===== src/rtl/sqrt_pkg.sv =====
// rtl/sqrt_pkg.sv - shared widths, step geometry and FSM encoding for the sqrt blocks
// SQRT_RECON_RADIX4_EN selects two multiplier bits per reconstruction step.
package sqrt_pkg;
   localparam int QW = 16;
   localparam int DW = 2 * QW;
   localparam int RW = QW + 1;
   localparam int CW = $clog2(QW);
`ifdef SQRT_RECON_RADIX4_EN
   localparam int RB = 2;
`else
   localparam int RB = 1;
`endif
   localparam int STEPS = QW / RB;

   typedef enum logic [1:0] {
      IDLE = 2'd0,
      CALC = 2'd1,
      DONE = 2'd2
   } state_t;
endpackage


===== src/rtl/sqrt_recon_step.sv =====
// rtl/sqrt_recon_step.sv - one shift-add squaring iteration: acc + (mcand * mbits) << shift
// SQRT_RECON_RADIX4_EN widens mbits to two bits.
module sqrt_recon_step
   import sqrt_pkg::*;
(
   input  logic [DW:0]   acc,
   input  logic [QW-1:0] mcand,
   input  logic [RB-1:0] mbits,
   input  logic [CW-1:0] shift,
   output logic [DW:0]   acc_next
);
   logic [DW:0] ext;
   logic [DW:0] pp;

   always_comb begin
      ext = {{(DW+1-QW){1'b0}}, mcand};
`ifdef SQRT_RECON_RADIX4_EN
      pp = (mbits[0] ? ext : '0) + (mbits[1] ? (ext << 1) : '0);
`else
      pp = mbits[0] ? ext : '0;
`endif
      acc_next = acc + (pp << shift);
   end
endmodule


===== src/rtl/sqrt_reconstruct_seq.sv =====
// rtl/sqrt_reconstruct_seq.sv - iterative D = Q*Q + R rebuild with valid/ready on both sides
// SQRT_RECON_RADIX4_EN halves the number of CALC cycles.
module sqrt_reconstruct_seq
   import sqrt_pkg::*;
(
   input  logic          clk,
   input  logic          rst_n,
   input  logic          in_valid,
   output logic          in_ready,
   input  logic [QW-1:0] q,
   input  logic [RW-1:0] r,
   output logic          out_valid,
   input  logic          out_ready,
   output logic [DW-1:0] d,
   output logic          ovf,
   output logic          rem_err
);
   state_t        state_q, state_d;
   logic [DW:0]   acc_q, acc_d;
   logic [QW-1:0] mcand_q, mcand_d;
   logic [QW-1:0] mplier_q, mplier_d;
   logic [CW-1:0] cnt_q, cnt_d;
   logic          rem_err_r_q, rem_err_r_d;
   logic          out_valid_q, out_valid_d;
   logic [DW-1:0] d_q, d_d;
   logic          ovf_q, ovf_d;
   logic          rem_err_q, rem_err_d;

   logic [DW:0]   step_acc;
   logic [CW-1:0] step_shift;

   assign step_shift = cnt_q << (RB - 1);

   sqrt_recon_step u_step (
      .acc      (acc_q),
      .mcand    (mcand_q),
      .mbits    (mplier_q[RB-1:0]),
      .shift    (step_shift),
      .acc_next (step_acc)
   );

   always_comb begin
      state_d     = state_q;
      acc_d       = acc_q;
      mcand_d     = mcand_q;
      mplier_d    = mplier_q;
      cnt_d       = cnt_q;
      rem_err_r_d = rem_err_r_q;
      out_valid_d = out_valid_q;
      d_d         = d_q;
      ovf_d       = ovf_q;
      rem_err_d   = rem_err_q;
      case (state_q)
         IDLE: begin
            if (in_valid) begin
               acc_d       = {{(DW+1-RW){1'b0}}, r};
               mcand_d     = q;
               mplier_d    = q;
               cnt_d       = '0;
               rem_err_r_d = r > {q, 1'b0};
               state_d     = CALC;
            end
         end
         CALC: begin
            acc_d    = step_acc;
            mplier_d = mplier_q >> RB;
            cnt_d    = cnt_q + CW'(1);
            if (cnt_q == CW'(STEPS - 1)) begin
               state_d = DONE;
            end
         end
         DONE: begin
            // First DONE cycle captures the result into the output registers.
            if (!out_valid_q) begin
               out_valid_d = 1'b1;
               d_d         = acc_q[DW-1:0];
               ovf_d       = acc_q[DW];
               rem_err_d   = rem_err_r_q;
            end else if (out_ready) begin
               out_valid_d = 1'b0;
               state_d     = IDLE;
            end
         end
         default: begin
            state_d = IDLE;
         end
      endcase
   end

   always_ff @(posedge clk or negedge rst_n) begin
      if (!rst_n) begin
         state_q     <= IDLE;
         acc_q       <= '0;
         mcand_q     <= '0;
         mplier_q    <= '0;
         cnt_q       <= '0;
         rem_err_r_q <= 1'b0;
         out_valid_q <= 1'b0;
         d_q         <= '0;
         ovf_q       <= 1'b0;
         rem_err_q   <= 1'b0;
      end else begin
         state_q     <= state_d;
         acc_q       <= acc_d;
         mcand_q     <= mcand_d;
         mplier_q    <= mplier_d;
         cnt_q       <= cnt_d;
         rem_err_r_q <= rem_err_r_d;
         out_valid_q <= out_valid_d;
         d_q         <= d_d;
         ovf_q       <= ovf_d;
         rem_err_q   <= rem_err_d;
      end
   end

   assign in_ready  = (state_q == IDLE);
   assign out_valid = out_valid_q;
   assign d         = d_q;
   assign ovf       = ovf_q;
   assign rem_err   = rem_err_q;
endmodule


===== config.mk =====
export PLATFORM = sky130hd
export DESIGN_NAME = sqrt_reconstruct_seq
export DESIGN_NICKNAME = d
export VERILOG_FILES = /design/src/rtl/sqrt_pkg.sv /design/src/rtl/sqrt_recon_step.sv /design/src/rtl/sqrt_reconstruct_seq.sv
export SDC_FILE = /design/constraint.sdc
export NUM_CORES = 1
export LEC_CHECK = 0
export ABC_AREA = 1
export CAP_MARGIN = 25
export CORE_MARGIN = 8
export CORE_UTILIZATION = 30
export DETAILED_ROUTE_END_ITERATION = 10
export PLACE_DENSITY = 0.57
export SYNTH_ARGS = -nofsm -noshare
export SYNTH_HDL_FRONTEND = slang
export SYNTH_SLANG_ARGS = --single-unit

===== constraint.sdc =====
create_clock -name clk -period 3.5 [get_ports clk]
set_input_delay 0.7 -clock clk [delete_from_list [all_inputs] [get_ports clk]]
set_output_delay 0.7 -clock clk [all_outputs]
set_load 0.03 [all_outputs]

==> impl_metrics.toml, run 1 <==
[critical_path]
critPathMaxFanout = 18
cp_data_required_time_ns = 3.75
rr_startpoint = "cnt_q[0]"
worst-setup-path-type = "reg2reg"
crit_arrival_ns = 3.41
r2r_end = "acc_q[30]"
reg2reg_depth = 15
crit_path_end_kind = "register"
r2r_setup_slack_ns = 0.34
startpoint_type = "register"

[layout]
mostFrequentLayoutCells = "454 x nand2_1, 154 x inv_1, 105 x dfrtp_1"
post_route_cells_drive_above_1_share_pct = 6.40
layout.nets = 1300
insertedDiodeCount = 0
finalInstanceArea_sq_um = 9200
syn_to_final_growth_pct = 16.8
layout.cells.most_common = "nand2_1"

[yosys]
synth-edff-count = 0
syn-num-nets = 1242
yosys.area.top_type = "dfrtp_1"
synthArstFlopShare_pct = 100
synth_area_sq_um = 7880
yosys.cell_types.count = 39
netlist_instances = 1156
netlist.area_leader.share_pct = 34.0
synth-seq-area-share_pct = 34.0
ys.warnings.count = 0
synth.top_cells.by_area = "dfrtp_1 34%, nand2_1 22%, ha_1 7.6%, inv_1 7.3%, nand3_1 4.3%"
avgSynthCellArea_sq_um = 6.81
synth_ff_type = "dfrtp_1"
ys_ff_latch = 107

[route]
wire_per_inst_um = 15.2
drt-initial-drc-count = 479
via_per_inst = 4.69
drc = 0
wl_um = 23600
drt_first_pass_iters = 5
vias = 7295
ant_nets = 0

[global_routing]
grt_util_met3_pct = 2.94
grt_use_met2_pct = 24.5
grt.busiest_layer = "met2"
antenna_found_initial = 0
grt_overflow = 0
grt_max_degree = 56
grt_pass1_vias = 7178
gr-usage-met1_pct = 20.9
grt_pass1_wl_um = 38100
grt.total_usage_pct = 15.3

[floorplanning]
initial_core_util_pct = 30.4
die_h_um = 178
core-area_sq_um = 25900
rows = 59
dieArea_sq_um = 31700
die_w_um = 178
ios = 73

[placement]
port_buffers = 72
place_area_sq_um = 8880
place_congestion = 0.909
dpl.hpwl_um = 18800

[clock_network]
cts_setup_buffers = 0
path_clk_slew_ns = 0.07
clk_latency_ns = 0.36
cts_tree = "done"
cts_hold_buf = 0
numCtsBuffers = 9
clockBufferDepth = 2
cts-root-buf = "clkbuf_16"
htree_levels = 3
post_cts_resized = 0
clock_sink_count = 107

[sta]
max_freq_mhz = 317
min_period_ns = 3.16
slew_violations = 0
tightest_slew_ns = 0.763
skew_ns = 0.0105
rsz0062_at_grt = "no"
hold_viol_final = 0
setup_violations = 0
relSlewSlack_pct = 49.2
tns_ns = 0
fin_crit_sh_pct = 90.2

[outcome]
status = "finished clean"

[flow_run]
max-cap-violations = 0

[min_path]
hp-class = "in2async"
critical path, stage by stage (launching register included):
cell and delay (ns):
dfrtp_2 0.51, inv_2 0.13, o21ai_0 0.28, o21ai_1 0.14, o21ai_1 0.29, mux2i_1 0.21, ha_1 0.43, nand2_1 0.15
nor2_1 0.27, nand2_1 0.15, nor2_1 0.12, nand2_1 0.11, nand2_1 0.08, nand2_1 0.05, nand3_1 0.06, nand2_1 0.05
Yosys cell counts, types with 2 or more instances:
cell type    n
a21oi_1     44
a31oi_1      2
and2_1       2
buf_2       10
buf_4        4
buf_6        8
clkbuf_1    12
dfrtp_1    107
ha_1        48
inv_1      154
inv_2        7
mux2_2       6
mux2_4      16
mux2i_1      7
nand2_1    454
nand2_2      9
nand2_4      2
nand3_1     68
nand3_2      2
nand4_1      8
nor2_1      53
nor2_2       4
nor2_4       3
nor3_1      15
o211ai_1     8
o21ai_0     63
o21ai_1     22
o21bai_1     4
o221ai_1     3
xnor2_1      2
routing by layer:
layer / share of wire (%) / wire [um]
met1: 49 / 11600
met2: 45 / 10700
met3: 4.2 / 986
met4: 1.1 / 261
met5: 0 / 0
through the flow:
stage	setup slack, ns	util [%]	hold slack (ns)	instances
after floorplan	1.04	-	0.404	1156
after global placement	0.124	34.3	0.467	1538
after detailed placement	0.0541	34.3	0.472	1538
after CTS	0.0445	35.5	0.447	1554
after global routing	0.00811	35.5	0.465	1554
final	0.343	35.5	0.393	1554
state kept, by name (all words and copies together), names as in the netlist, 2 cells and up:
register / flops
mcand_q: 16
acc_q: 33
cnt_q: 4
state_q: 2
mplier_q: 16
d: 32
how the worst max path moves through the flow:
stage	from	endpoint	slack, ns	cells past startpoint
2_1_floorplan	cnt_q[0]	acc_q[31]	1.04	20
3_3_place_gp	cnt_q[0]	acc_q[30]	0.12	15
3_5_place_dp	cnt_q[0]	acc_q[30]	0.05	15
4_1_cts	cnt_q[0]	acc_q[30]	0.04	15
5_1_grt	cnt_q[0]	acc_q[31]	0.008	18
6_report	cnt_q[0]	acc_q[30]	0.34	15
kinds of logic (layout without fill, tap and decap cells):
kind of cell,Yosys count,count (layout),share of synthesized area [%]
buffers and inverters,197,260,10.5
AO/OA/AOI/OAI,150,150,10.2
XOR/XNOR,3,3,0.334
AND/OR/NAND/NOR,621,621,32.3
adder cells (fa/ha/maj),49,49,7.88
multiplexers,29,29,4.80
flip-flops,107,107,34.0
layout make-up:
cell class	instances	area (sq um)
inverter	162	608
timing repair buffer	82	806
tap	335	419
fill	2755	16700
sequential	107	2680
clock inverter	6	72.6
multi-input combinational	852	4370
clock buffer	10	239
Power of run 1 is left out: the tool's default activity adds up to more than one toggle a clock period on the data nets, which glitch-free logic cannot reach.
==> inputs of run 2 (changes only) <==
--- a/config.mk
+++ b/config.mk
@@ -10,6 +10,7 @@
 export CORE_MARGIN = 8
 export CORE_UTILIZATION = 30
 export DETAILED_ROUTE_END_ITERATION = 10
+export GPL_ROUTABILITY_DRIVEN = 0
 export PLACE_DENSITY = 0.57
 export SYNTH_ARGS = -nofsm -noshare
 export SYNTH_HDL_FRONTEND = slang
==> constraint.sdc (replaced) <==
create_clock -name clk -period 4 [get_ports clk]
set_input_delay 0.8 -clock clk [delete_from_list [all_inputs] [get_ports clk]]
set_output_delay 0.8 -clock clk [all_outputs]
set_load 0.03 [all_outputs]
==> run 2 against run 1 <==
Against the previous run:
- die area is the same
- non-clock buffer count grew 1
- register-to-register slack gained 0.38 ns
==> impl_metrics.toml, run 2 (same netlist as run 1, synthesis figures left out) <==
[outcome]
status = "finished clean"

[critical_path]
startpoint_type = "register"
crit_arrival_ns = 3.51
crit_path_end_kind = "register"
cp_data_required_time_ns = 4.23
worst-setup-path-type = "reg2reg"
critPathMaxFanout = 17

[layout]
layout.cells.most_common = "nand2_1"
largest-register = "acc_q"
syn_to_final_growth_pct = 16.6
layout.nets = 1301
mostFrequentLayoutCells = "454 x nand2_1, 154 x inv_1, 107 x dfrtp_1"
post_route_cells_drive_above_1_share_pct = 6.31
insertedDiodeCount = 0
largest_reg_flops = 33

[placement]
place_ws_ns = 0.745
port_buffers = 72
dpl.hpwl_um = 18600

[sta]
rsz0062_at_grt = "no"
min_period_ns = 3.28
worst_slack_ns = 0.719
setup_violations = 0
fin_crit_sh_pct = 82.0
tns_ns = 0
slew_violations = 0
relSlewSlack_pct = 47.3
hold_viol_final = 0
skew_ns = 0.0154
tightest_slew_ns = 0.788
max_freq_mhz = 305

[route]
wl_um = 23700
drt-initial-drc-count = 571
vias = 7415
via_per_inst = 4.77
wire_per_inst_um = 15.3
ant_nets = 0
drt_first_pass_iters = 5
drc = 0

[global_routing]
grt_pass1_wl_um = 39000
grt_pass1_vias = 7327
grt_max_degree = 62
grt_overflow = 0
antenna_found_initial = 0
grt.total_usage_pct = 15.5

[clock_network]
clockBufferDepth = 2
htree_levels = 3
numCtsBuffers = 9
post_cts_resized = 0
cts_hold_buf = 0
clock_sink_count = 107
path_clk_slew_ns = 0.08
cts-root-buf = "clkbuf_16"
cts_tree = "done"
cts_setup_buffers = 0
clk_latency_ns = 0.37

[floorplanning]
die_h_um = 178
core-area_sq_um = 25900
die_w_um = 178
rows = 59
ios = 73
initial_core_util_pct = 30.4
dieArea_sq_um = 31700

[min_path]
hp-class = "in2async"

[flow_run]
max-cap-violations = 0
run 2: changes by cell type in the layout (fill, tap and decap cells not counted), sizes merged:
cell and delta:
bufinv -1, inv +2, buf +1, clkinv -1
run 2: path summary, 6_finish.rpt:
check                            startpoint      endpoint  slack (ns)  depth (start not counted)
worst max-delay path               cnt_q[0]     acc_q[19]        0.72                         15
worst min-delay path                  rst_n         d[14]        0.46                          1
worst max register to register     cnt_q[0]     acc_q[19]        0.72                         15
worst min register to register  mplier_q[9]   mplier_q[9]        0.48                          2
max in group asynchronous             rst_n  mplier_q[13]        2.77                          2
min in group clk                mplier_q[9]   mplier_q[9]        0.48                          2
run 2: worst max-delay path, cell delays in order, from the launching register on:
cell	delay (ns)
dfrtp_1	0.54
buf_4	0.25
o21ai_0	0.30
mux2i_1	0.15
o21ai_0	0.26
o21ai_0	0.17
ha_1	0.39
nand2_1	0.15
nor2_2	0.20
nand3_1	0.11
nand3_1	0.25
nand2_1	0.12
nand2_1	0.08
nand2_1	0.04
nand3_1	0.06
o21ai_0	0.08
run 2: final cells by class:
cell class / instances / area, sq um
sequential: 107 / 2680
timing repair buffer: 83 / 813
clock inverter: 6 / 55.1
tap: 335 / 419
fill: 2815 / 16700
multi-input combinational: 852 / 4370
clock buffer: 10 / 239
inverter: 162 / 608
run 2: through the flow:
| step | utilization, % | hold slack [ns] | cell area, sq um | std cells |
|---|---|---|---|---|
| after floorplan | - | 0.445 | 7880 | 1156 |
| after global placement | 34.3 | 0.466 | 8890 | 1539 |
| after global routing | 35.4 | 0.514 | 9190 | 1555 |
| final | 35.4 | 0.460 | 9190 | 1555 |
| after CTS | 35.4 | 0.483 | 9190 | 1555 |
| after detailed placement | 34.3 | 0.470 | 8890 | 1539 |
run 2: routing by layer:
layer | vias up | GRT usage, % | wire [um]
li1 | 3793 | - | -
met1 | 3444 | 21.3 | 11700
met2 | 150 | 24.6 | 10500
met3 | 28 | 2.92 | 1130
met4 | 0 | 4.17 | 401
met5 | - | 0 | 0
Power of run 2 is left out for the same reason.
==> inputs of run 3 (changes only) <==
==> constraint.sdc (replaced) <==
create_clock -name clk -period 3.4 [get_ports clk]
set_input_delay 0.68 -clock clk [delete_from_list [all_inputs] [get_ports clk]]
set_output_delay 0.68 -clock clk [all_outputs]
set_load 0.03 [all_outputs]
==> run 3 against run 2 <==
Against the previous run:
- critical path depth increased by 1
- maximum frequency increased by 7.4%
- clock skew increased by 0.0010 ns
- via count decreased by 0.81%
- flip-flop and latch count unchanged
- cell count unchanged
- worst hold slack got worse by 0.13 ns
- design area about the same
- register-to-register slack got worse by 0.37 ns
- setup slack got worse by 0.37 ns
==> impl_metrics.toml, run 3 (same netlist as run 1, synthesis figures left out) <==
[outcome]
status = "finished clean"

[global_routing]
grt_overflow = 0
grt.total_usage_pct = 15.0
grt_pass1_vias = 6976
grt_max_degree = 66
antenna_found_initial = 0
grt_pass1_wl_um = 37400

[flow_run]
max-cap-violations = 0

[sta]
tns_ns = 0
relSlewSlack_pct = 54.9
fin_crit_sh_pct = 89.9
min_period_ns = 3.06
max_freq_mhz = 327
setup_violations = 0
hold_viol_final = 0
rsz0062_at_grt = "no"
slew_violations = 0
tightest_slew_ns = 0.675
skew_ns = 0.0165

[layout]
syn_to_final_growth_pct = 16.7
fillers = 2785
layout.nets = 1301
insertedDiodeCount = 0
mostFrequentLayoutCells = "454 x nand2_1, 154 x inv_1, 106 x dfrtp_1"
layout.cells.most_common = "nand2_1"
largest-register = "acc_q"
post_route_cells_drive_above_1_share_pct = 6.39
largest_reg_flops = 33

[route]
drt_first_pass_iters = 5
vias = 7355
wire_per_inst_um = 15.0
drc = 0
ant_nets = 0
drt-initial-drc-count = 562
wl_um = 23400
via_per_inst = 4.73

[clock_network]
cts_tree = "done"
cts-root-buf = "clkbuf_16"
numCtsBuffers = 9
cts_setup_buffers = 0
htree_levels = 3
clock_sink_count = 107
clockBufferDepth = 2
clk_latency_ns = 0.37
path_clk_slew_ns = 0.08

[placement]
dpl.hpwl_um = 18400
port_buffers = 72

[critical_path]
critPathMaxFanout = 20
crit_arrival_ns = 3.32
startpoint_type = "register"
worst-setup-path-type = "reg2reg"
crit_path_end_kind = "register"
cp_data_required_time_ns = 3.66

[floorplanning]
ios = 73
die_w_um = 178
core-area_sq_um = 25900
die_h_um = 178
initial_core_util_pct = 30.4
rows = 59
dieArea_sq_um = 31700

[min_path]
hp-class = "in2async"
[run 3: changes by cell type in the layout (fill, tap and decap cells not counted), sizes merged]
| cell | before | now |
|---|---|---|
| clkbuf | 10 | 12 |
| clkinv | 2 | 1 |
| clkinvlp | 1 | 0 |
[run 3: path summary, 6_finish.rpt]
kind / start / end / slack, ns / cells past startpoint
setup / recovery: mplier_q[0] / acc_q[24] / 0.34 / 16
hold / removal: rst_n / acc_q[18] / 0.33 / 1
setup reg to reg: mplier_q[0] / acc_q[24] / 0.34 / 16
hold reg to reg: mcand_q[7] / mcand_q[7] / 0.48 / 2
max in group asynchronous: rst_n / mplier_q[0] / 2.28 / 2
min in group clk: mcand_q[7] / mcand_q[7] / 0.48 / 2
[run 3: area by class of cell]
cell class | count | area [sq um] | share of cell area [%]
Sequential cell | 107 | 2680 | 29.1
Clock buffer | 12 | 256 | 2.79
Inverter | 162 | 608 | 6.62
Multi-Input combinational cell | 852 | 4380 | 47.6
Timing Repair Buffer | 83 | 813 | 8.85
Tap cell | 335 | 419 | 4.56
Clock inverter | 4 | 37.5 | 0.408
[run 3: repair_timing]
| action | CTS | global route |
|---|---|---|
| resized for setup | 0 | 2 |
| endpoints found under the setup margin | 0 | 23 |
| hold buffers | 0 | 0 |
[run 3: metrics by stage]
step	utilization (%)	hold slack (ns)	instances	area [sq um]	setup WS [ns]
detailed placement	34.3	0.470	1539	8890	0.184
floorplan	-	0.384	1156	7880	0.941
CTS	35.4	0.342	1555	9190	0.168
finish	35.5	0.329	1555	9190	0.345
global placement	34.3	0.467	1539	8890	0.187
global route	35.5	0.372	1555	9190	0.000421
[run 3: metal layers]
layer / GRT usage, % / wire [um] / vias to the layer above / part of all wire [%]
met3: 2.71 / 1170 / 19 / 5.0
met4: 3.79 / 320 / 0 / 1.4
li1: - / - / 3785 / -
met1: 21.0 / 11500 / 3401 / 49
met2: 23.3 / 10400 / 150 / 44
met5: 0 / 0 / - / 0
[run 3: critical path: stages (launching register included)]
cell and delay [ns]:
dfrtp_2 0.53, nand2_1 0.09, inv_1 0.04, o21ai_0 0.21, o21ai_1 0.11, o21ai_0 0.35, o21ai_1 0.20, ha_1 0.43
nand2_1 0.10, inv_1 0.10, nand2_1 0.13, o21bai_1 0.32, inv_1 0.09, nand2_1 0.08, nand2_1 0.04, nand3_1 0.07
nand2_1 0.05
Power of run 3 is left out for the same reason.
